`src/rtl/audio_pkg.sv`:
```
// Shared audio definitions for the ADC capture and DAC transmit paths.
// Sample and stereo types, channel-level constant and slot-event encoding.
package audio_pkg;

    localparam int AUDIO_WIDTH = 24;

    // Level of the word clock while the left channel is on the wire.
    localparam logic LRCK_LEFT_LEVEL = 1'b0;

    typedef logic signed [AUDIO_WIDTH-1:0] sample_t;

    typedef struct packed {
        sample_t left;
        sample_t right;
    } stereo_t;

    typedef enum logic [1:0] {
        EVT_NONE  = 2'd0,
        EVT_LEFT  = 2'd1,
        EVT_RIGHT = 2'd2
    } slot_evt_t;

endpackage

```
`src/rtl/audio_sync_edge.sv`:
```
// Two-flop synchronizer plus a history flop for one asynchronous audio clock.
// Provides the synchronized level and single-cycle rise/fall events.
module audio_sync_edge (
    input  logic clk,
    input  logic rst_n,
    input  logic i_async,
    output logic o_level,
    output logic o_rise,
    output logic o_fall
);

    logic r_meta;
    logic r_sync;
    logic r_hist;

    always_ff @(posedge clk or negedge rst_n) begin
        if (!rst_n) begin
            r_meta <= 1'b0;
            r_sync <= 1'b0;
            r_hist <= 1'b0;
        end else begin
            r_meta <= i_async;
            r_sync <= r_meta;
            r_hist <= r_sync;
        end
    end

    assign o_level = r_sync;
    assign o_rise  = r_sync & ~r_hist;
    assign o_fall  = ~r_sync & r_hist;

endmodule

```
`src/rtl/i2s_tx_serializer.sv`:
```
// Parallel-to-serial DAC transmitter: one-entry stereo holding register feeding
// an MSB-first shifter clocked by falling edges of the externally supplied bck.
module i2s_tx_serializer
    import audio_pkg::*;
#(
    parameter int   WIDTH     = AUDIO_WIDTH,
    parameter logic LEFT_LRCK = LRCK_LEFT_LEVEL,
    parameter bit   I2S_DELAY = 1'b1
) (
    input  logic             clk,
    input  logic             rst_n,
    input  logic             i_bck,
    input  logic             i_lrck,
    input  logic [WIDTH-1:0] i_left,
    input  logic [WIDTH-1:0] i_right,
    input  logic             i_valid,
    output logic             o_ready,
    output logic             o_sdata,
    output logic             o_underrun,
    output logic             o_frame_start
);

    localparam int CW = $clog2(WIDTH + 1);

    logic             w_bck_fall;
    logic             w_bck_rise;
    logic             w_bck_level;
    logic             w_lrck_s;
    logic             w_lrck_rise;
    logic             w_lrck_fall;
    logic             w_unused;

    logic             r_armed;
    logic             r_lrck_q;
    logic             r_full;
    logic [WIDTH-1:0] r_hold_left;
    logic [WIDTH-1:0] r_hold_right;
    logic [WIDTH-1:0] r_right;
    logic [WIDTH-1:0] r_shift;
    logic [CW-1:0]    r_cnt;
    logic             r_d;

    slot_evt_t        w_evt;
    logic             w_accept;
    logic [WIDTH-1:0] w_load_word;
    logic             w_s;

    audio_sync_edge u_bck_sync (
        .clk     (clk),
        .rst_n   (rst_n),
        .i_async (i_bck),
        .o_level (w_bck_level),
        .o_rise  (w_bck_rise),
        .o_fall  (w_bck_fall)
    );

    audio_sync_edge u_lrck_sync (
        .clk     (clk),
        .rst_n   (rst_n),
        .i_async (i_lrck),
        .o_level (w_lrck_s),
        .o_rise  (w_lrck_rise),
        .o_fall  (w_lrck_fall)
    );

    assign w_unused = ^{w_bck_level, w_bck_rise, w_lrck_rise, w_lrck_fall};

    assign o_ready  = ~r_full;
    assign w_accept = i_valid & ~r_full;

    // The first bck fall after reset only records lrck, so it can never start a slot.
    always_comb begin
        w_evt = EVT_NONE;
        if (w_bck_fall && r_armed && (w_lrck_s != r_lrck_q)) begin
            w_evt = (w_lrck_s == LEFT_LRCK) ? EVT_LEFT : EVT_RIGHT;
        end
    end

    always_comb begin
        w_load_word = r_right;
        if (w_evt == EVT_LEFT) begin
            w_load_word = r_full ? r_hold_left : '0;
        end
    end

    always_comb begin
        w_s = 1'b0;
        if (w_evt != EVT_NONE) begin
            w_s = w_load_word[WIDTH-1];
        end else if (r_cnt != '0) begin
            w_s = r_shift[WIDTH-1];
        end
    end

    always_ff @(posedge clk or negedge rst_n) begin
        if (!rst_n) begin
            r_armed       <= 1'b0;
            r_lrck_q      <= 1'b0;
            r_full        <= 1'b0;
            r_hold_left   <= '0;
            r_hold_right  <= '0;
            r_right       <= '0;
            r_shift       <= '0;
            r_cnt         <= '0;
            r_d           <= 1'b0;
            o_sdata       <= 1'b0;
            o_underrun    <= 1'b0;
            o_frame_start <= 1'b0;
        end else begin
            o_underrun    <= 1'b0;
            o_frame_start <= 1'b0;

            // Accepting needs !r_full, so it never collides with a left start consuming the pair.
            if (w_accept) begin
                r_full       <= 1'b1;
                r_hold_left  <= i_left;
                r_hold_right <= i_right;
            end

            if (w_bck_fall) begin
                r_lrck_q <= w_lrck_s;
                r_armed  <= 1'b1;

                if (w_evt != EVT_NONE) begin
                    r_shift <= w_load_word << 1;
                    r_cnt   <= CW'(WIDTH - 1);
                end else if (r_cnt != '0) begin
                    r_shift <= r_shift << 1;
                    r_cnt   <= r_cnt - CW'(1);
                end

                if (w_evt == EVT_LEFT) begin
                    r_right <= r_full ? r_hold_right : '0;
                    if (r_full) begin
                        r_full        <= 1'b0;
                        o_frame_start <= 1'b1;
                    end else begin
                        o_underrun    <= 1'b1;
                    end
                end

                r_d     <= w_s;
                o_sdata <= I2S_DELAY ? r_d : w_s;
            end
        end
    end

endmodule

```
`config.mk`:
```
export PLATFORM = sky130hd
export DESIGN_NAME = i2s_tx_serializer
export DESIGN_NICKNAME = d
export VERILOG_FILES = /design/src/rtl/audio_pkg.sv /design/src/rtl/audio_sync_edge.sv /design/src/rtl/i2s_tx_serializer.sv
export SDC_FILE = /design/constraint.sdc
export NUM_CORES = 1
export LEC_CHECK = 0
export BUFFER_PORTS_ARGS = -buffer_cell sky130_fd_sc_hd__buf_2
export CORE_MARGIN = 2
export CORE_UTILIZATION = 50
export DETAILED_ROUTE_END_ITERATION = 7
export GPL_TIMING_DRIVEN = 1
export PLACE_DENSITY = 0.79
export SETUP_SLACK_MARGIN = 0.15
export SYNTH_ARGS = -nofsm -noshare
export SYNTH_HDL_FRONTEND = slang
export SYNTH_HIERARCHICAL = 1
export SYNTH_SLANG_ARGS = --single-unit
```
`constraint.sdc`:
```
create_clock -name clk -period 1.8 [get_ports clk]
set_clock_uncertainty 0.1 [all_clocks]
set_input_delay 0.27 -clock clk [delete_from_list [all_inputs] [get_ports clk]]
set_output_delay 0.27 -clock clk [all_outputs]
set_load 0.05 [all_outputs]
```
### Yosys cells after proc, flatten, opt, wreduce, memory -nomap -nowiden

Index checks and enable logic that the tools add are counted.
W data, S select, Z words.

* output and inout port bits: 4
* logic and storage cells: 52
* input bits: 53
* flip-flop bits (word level): 113

* muxes and demuxes: 21
* bitwise logic cells: 4
* add/sub/neg operators: 1
* eq/ne operators: 2
* reductions and logical operators: 7

Operators by type and width (number)
* $mux W24: 5
* $mux W1: 12
* $mux W5: 2
* $reduce_bool A5 Y1: 1
* $sub A5 B1 Y5 const B: 1
* $mux W2: 2
* $reduce_and A2 Y1: 2
* $reduce_bool A2 Y1: 2
* $and A1 B1 Y1: 2
* $eq A2 B1 Y1 const B: 1
* $logic_and A1 B1 Y1: 2
* $not A1 Y1: 2
* $ne A1 B1 Y1: 1

### Depth between registers and ports, before layout

* depth after elaboration: 8
* gate-level depth with buffers: 8
* gate-level depth less buffers: 6

### Hierarchy

The synthesis kept the hierarchy.

Modules (own cells, without submodules)
* i2s_tx_serializer: times used 1, cells an instance 401, seq. area each 2677.6 um^2, area each 4556.9 um^2
* audio_sync_edge: times used 2, cells an instance 5, seq. area each 75.1 um^2, area each 90.1 um^2

### Least setup slack after synthesis

Ideal clock, no wire load.

* kind: reg-to-reg
* start: register r_cnt[0]
* end: register r_shift[16]
* arrival: 1.633 ns
* clock period less this slack: 1.860 ns
* buffers on the path: 2
* cell stages (with the launch flop): 9
* data required time: 1.573 ns
* slack: -0.060 ns
* setup time: 0.127 ns
* cells stage by stage: dfrtp_1 > inv_1 > ha_1 > or4b_1 > and2_4 > buf_6 > buf_8 > a21oi_1 > a21oi_1

* cells in the longest elaborated chain, start to end: 3

Ends and longest elaborated chain
* from (decl): line i2s_tx_serializer.sv:40 `logic [CW-1:0] r_cnt;`
* from (signal assigned): line i2s_tx_serializer.sv:126 `r_cnt <= CW'(WIDTH - 1);`
* from (signal assigned): line i2s_tx_serializer.sv:129 `r_cnt <= r_cnt - CW'(1);`
* $reduce_bool A5 Y1: line i2s_tx_serializer.sv:127 `end else if (r_cnt != '0) begin`
* $reduce_bool A2 Y1 (no source line)
* $reduce_and A2 Y1 (no source line)
* to (signal assigned): line i2s_tx_serializer.sv:125 `r_shift <= w_load_word << 1;`
* to (signal assigned): line i2s_tx_serializer.sv:128 `r_shift <= r_shift << 1;`
* to (decl): line i2s_tx_serializer.sv:39 `logic [WIDTH-1:0] r_shift;`

No other way between the ends.
A chain may end at the register's enable or synchronous reset.

### Final worst setup path

* start: register r_cnt[0]
* end: register r_shift[17]

Same word-level chain as after synthesis.

==> flow_metrics.tcl <==
set metrics [dict create \
    hpwl_um 6590 \
    arrival_ns 1.96 \
    cpLargestDelayFamily "simple AND/OR/NAND/NOR gates" \
    yosys_warnings 6 \
    start_kind "register" \
    dieArea_um2 10170 \
    setup_ws_ns -0.001382 \
    die_w_um 100.9 \
    end_kind "register" \
    crit_slowest_cell "or4b_4" \
    ant_nets 0 \
    syn_avg_cell_area_um2 11.53 \
    utilization_pct 61.45 \
    grt_overflow 0 \
    rr_worst_depth 6 \
    syn-instance-count 407 \
    status "complete, but fails checks" \
    crit_cells 6 \
    min_period_ns 1.801 \
    syn_area_um2 4691 \
    relSlewSlack_pct 78.22 \
    cp-startpoint "r_cnt[0]" \
    antenna_cells 0 \
    pwr-share-comb_pct 29.4 \
    post-route-period-util_pct 100.1 \
    rsz0062_at_grt "true" \
    grt_pass1_vias 3292 \
    row_count 35 \
    syn_nets 461 \
    io_pins 57 \
    cts-root-buf "clkbuf_8" \
    worstPathMaxFanout 7 \
    seqPwrFrac_pct 52.3 \
    numCtsBuffers 9 \
    grt_max_degree 45 \
    remaining_drc_errors 0 \
    drtIter0Drc 245 \
    violations "setup timing" \
    cts.sinks 112 \
    die_h_um 100.9 \
    fillers 717 \
    gr-max-usage-layer "met2" \
    clkPwrFrac_pct 18.3 \
    vias_per_cell 5.777 \
    crit_chain "inv_1 -> ha_1 -> or4b_4 -> and2_4 -> a21oi_2 -> a21oi_1" \
    reg2reg_to "r_shift[17]" \
    dr.pass1.iters 4 \
    place_congestion 0.8225 \
    maxSlewViolCount 0 \
    worstPathRequired_ns 1.95 \
    switchingPower_mw 2.597 \
    start_util_pct 51.25 \
    syn_to_final_growth_pct 19.90 \
    worst_slew_pin_slew_ns 0.3247 \
    num_vias 3420 \
    grt_use_met2_pct 32.56 \
    io_buffers 56 \
    power.leakage_nw 2.531 \
    grtUsageTotal_pct 20.51 \
    max_stage_delay_ns 0.52 \
    grt_pass1_wl_um 16040 \
    internal_power_mw 5.507 \
    fmax_mhz 555.1 \
    drive_above_1_share_pct 39.09 \
    nets 530 \
    htreeDepth 3 \
    max-cap-violations 0 \
    grtUsageMet1_pct 28.13 \
    cts.path.max_buffers 2 \
    clk_latency_ns 0.37 \
    antenna_found_initial 0 \
    cts_tree "yes" \
    r2r-start "r_cnt[0]" \
    timing.setup.tns_ns -0.001599 \
    critPathKind "reg2reg" \
    hold_viol 0 \
    setup_viol 2 \
    routed_wl_um 9806 \
    max-vdd-ir-drop_mv 0.7971 \
    clk_pin_slew_worst_paths_ns 0.10 \
    worst-path-buf-inv 1 \
    met3_usage_pct 2.913 \
    coreArea_um2 9153 \
    detail_route.wl_per_cell_um 16.56 \
    worstHoldPathType "in2reg" \
    swShare_pct 32.05 \
    crit_end "r_shift[17]" \
    power.density_nw_per_um2 1441 \
    instances_no_fill 592 \
    r2r_slack_ns -0.001 \
    placed_cells 567 \
]
## layout make-up
type	count	area (µm²)	share of cell area, %
clock buffer	9	123.9	2.202
multi-input combinational	260	1842	32.75
clock inverter	7	71.32	1.268
timing repair buffer	88	625.6	11.12
tap	111	138.9	2.469
sequential	112	2804	49.86
inverter	5	18.77	0.3337
## registers in the layout (all words and copies together), names as in the netlist
name                 flops
u_bck_sync/o_level       1
r_cnt                    5
u_bck_sync/r_hist        1
r_shift                 23
r_lrck_q                 1
r_armed                  1
r_hold_right            24
u_lrck_sync/r_meta       1
o_sdata                  1
u_bck_sync/r_meta        1
r_d                      1
r_hold_left             24
u_lrck_sync/o_level      1
o_frame_start            1
o_underrun               1
r_right                 24
r_full                   1
## power groups by stage
stage	sequential, mW	combinational [mW]	clock, mW
3_5_place_dp	4.25	2.23	0
2_1_floorplan	4.05	1.70	0
3_3_place_gp	4.20	2.12	0
5_1_grt	4.36	2.64	1.60
4_1_cts	4.22	2.30	1.51
6_report	4.24	2.38	1.48
## metal layers
| metal | vias to the layer above | part of all wire (%) |
|---|---|---|
| met5 | - | 0 |
| met4 | 0 | 2.1 |
| met1 | 1728 | 43 |
| li1 | 1581 | - |
| met3 | 16 | 4.4 |
| met2 | 95 | 51 |
## worst min-delay path by stage
stage / startpoint / to / slack [ns] / depth (start not counted)
floorplan: rst_n / o_frame_start / -0.13 / 0
global placement: rst_n / u_lrck_sync/o_level / 0.07 / 1
detailed placement: rst_n / u_lrck_sync/o_level / 0.08 / 1
CTS: i_right[9] / r_hold_right[9] / 0.008 / 2
global route: i_right[10] / r_hold_right[10] / 0.006 / 2
finish: i_right[23] / r_hold_right[23] / 0.02 / 2
## what timing repair did
item,in CTS,in global routing
gates cloned,2,1
endpoints found under the setup margin,28,45
resized for setup,16,24
setup buffers,1,2
pin swaps,1,10
hold buffers,3,0
hold endpoints to repair,51,0
## cells in the final DEF (no fill, tap or decap), types with 2 or more instances in the layout
master         instances
dfrtp_1              111
nand2_1               58
buf_2                 54
mux2_2                50
a21oi_1               48
a211oi_1              23
a22o_1                19
a21oi_2               19
buf_4                 19
clkbuf_8               9
o21ai_0                7
buf_6                  6
inv_1                  5
buf_12                 5
nor2_1                 4
and2_4                 4
nand3_1                4
clkinv_2               3
dlygate4sd3_1          3
nor2b_2                2
nor3_1                 2
clkinv_4               2
## stage by stage
step / setup slack (ns) / power [mW] / hold slack, ns / cell area (µm²)
after floorplan: -0.04189 / 5.746 / -0.1256 / 4700
after global placement: 0.06797 / 6.315 / 0.07071 / 5220
after detailed placement: 0.009017 / 6.485 / 0.07885 / 5220
after CTS: 0.05960 / 8.028 / 0.007559 / 5514
after global routing: -0.06127 / 8.590 / 0.005672 / 5624
final: -0.001382 / 8.104 / 0.01783 / 5624
Note: power is estimated with default switching activity, not from simulation.
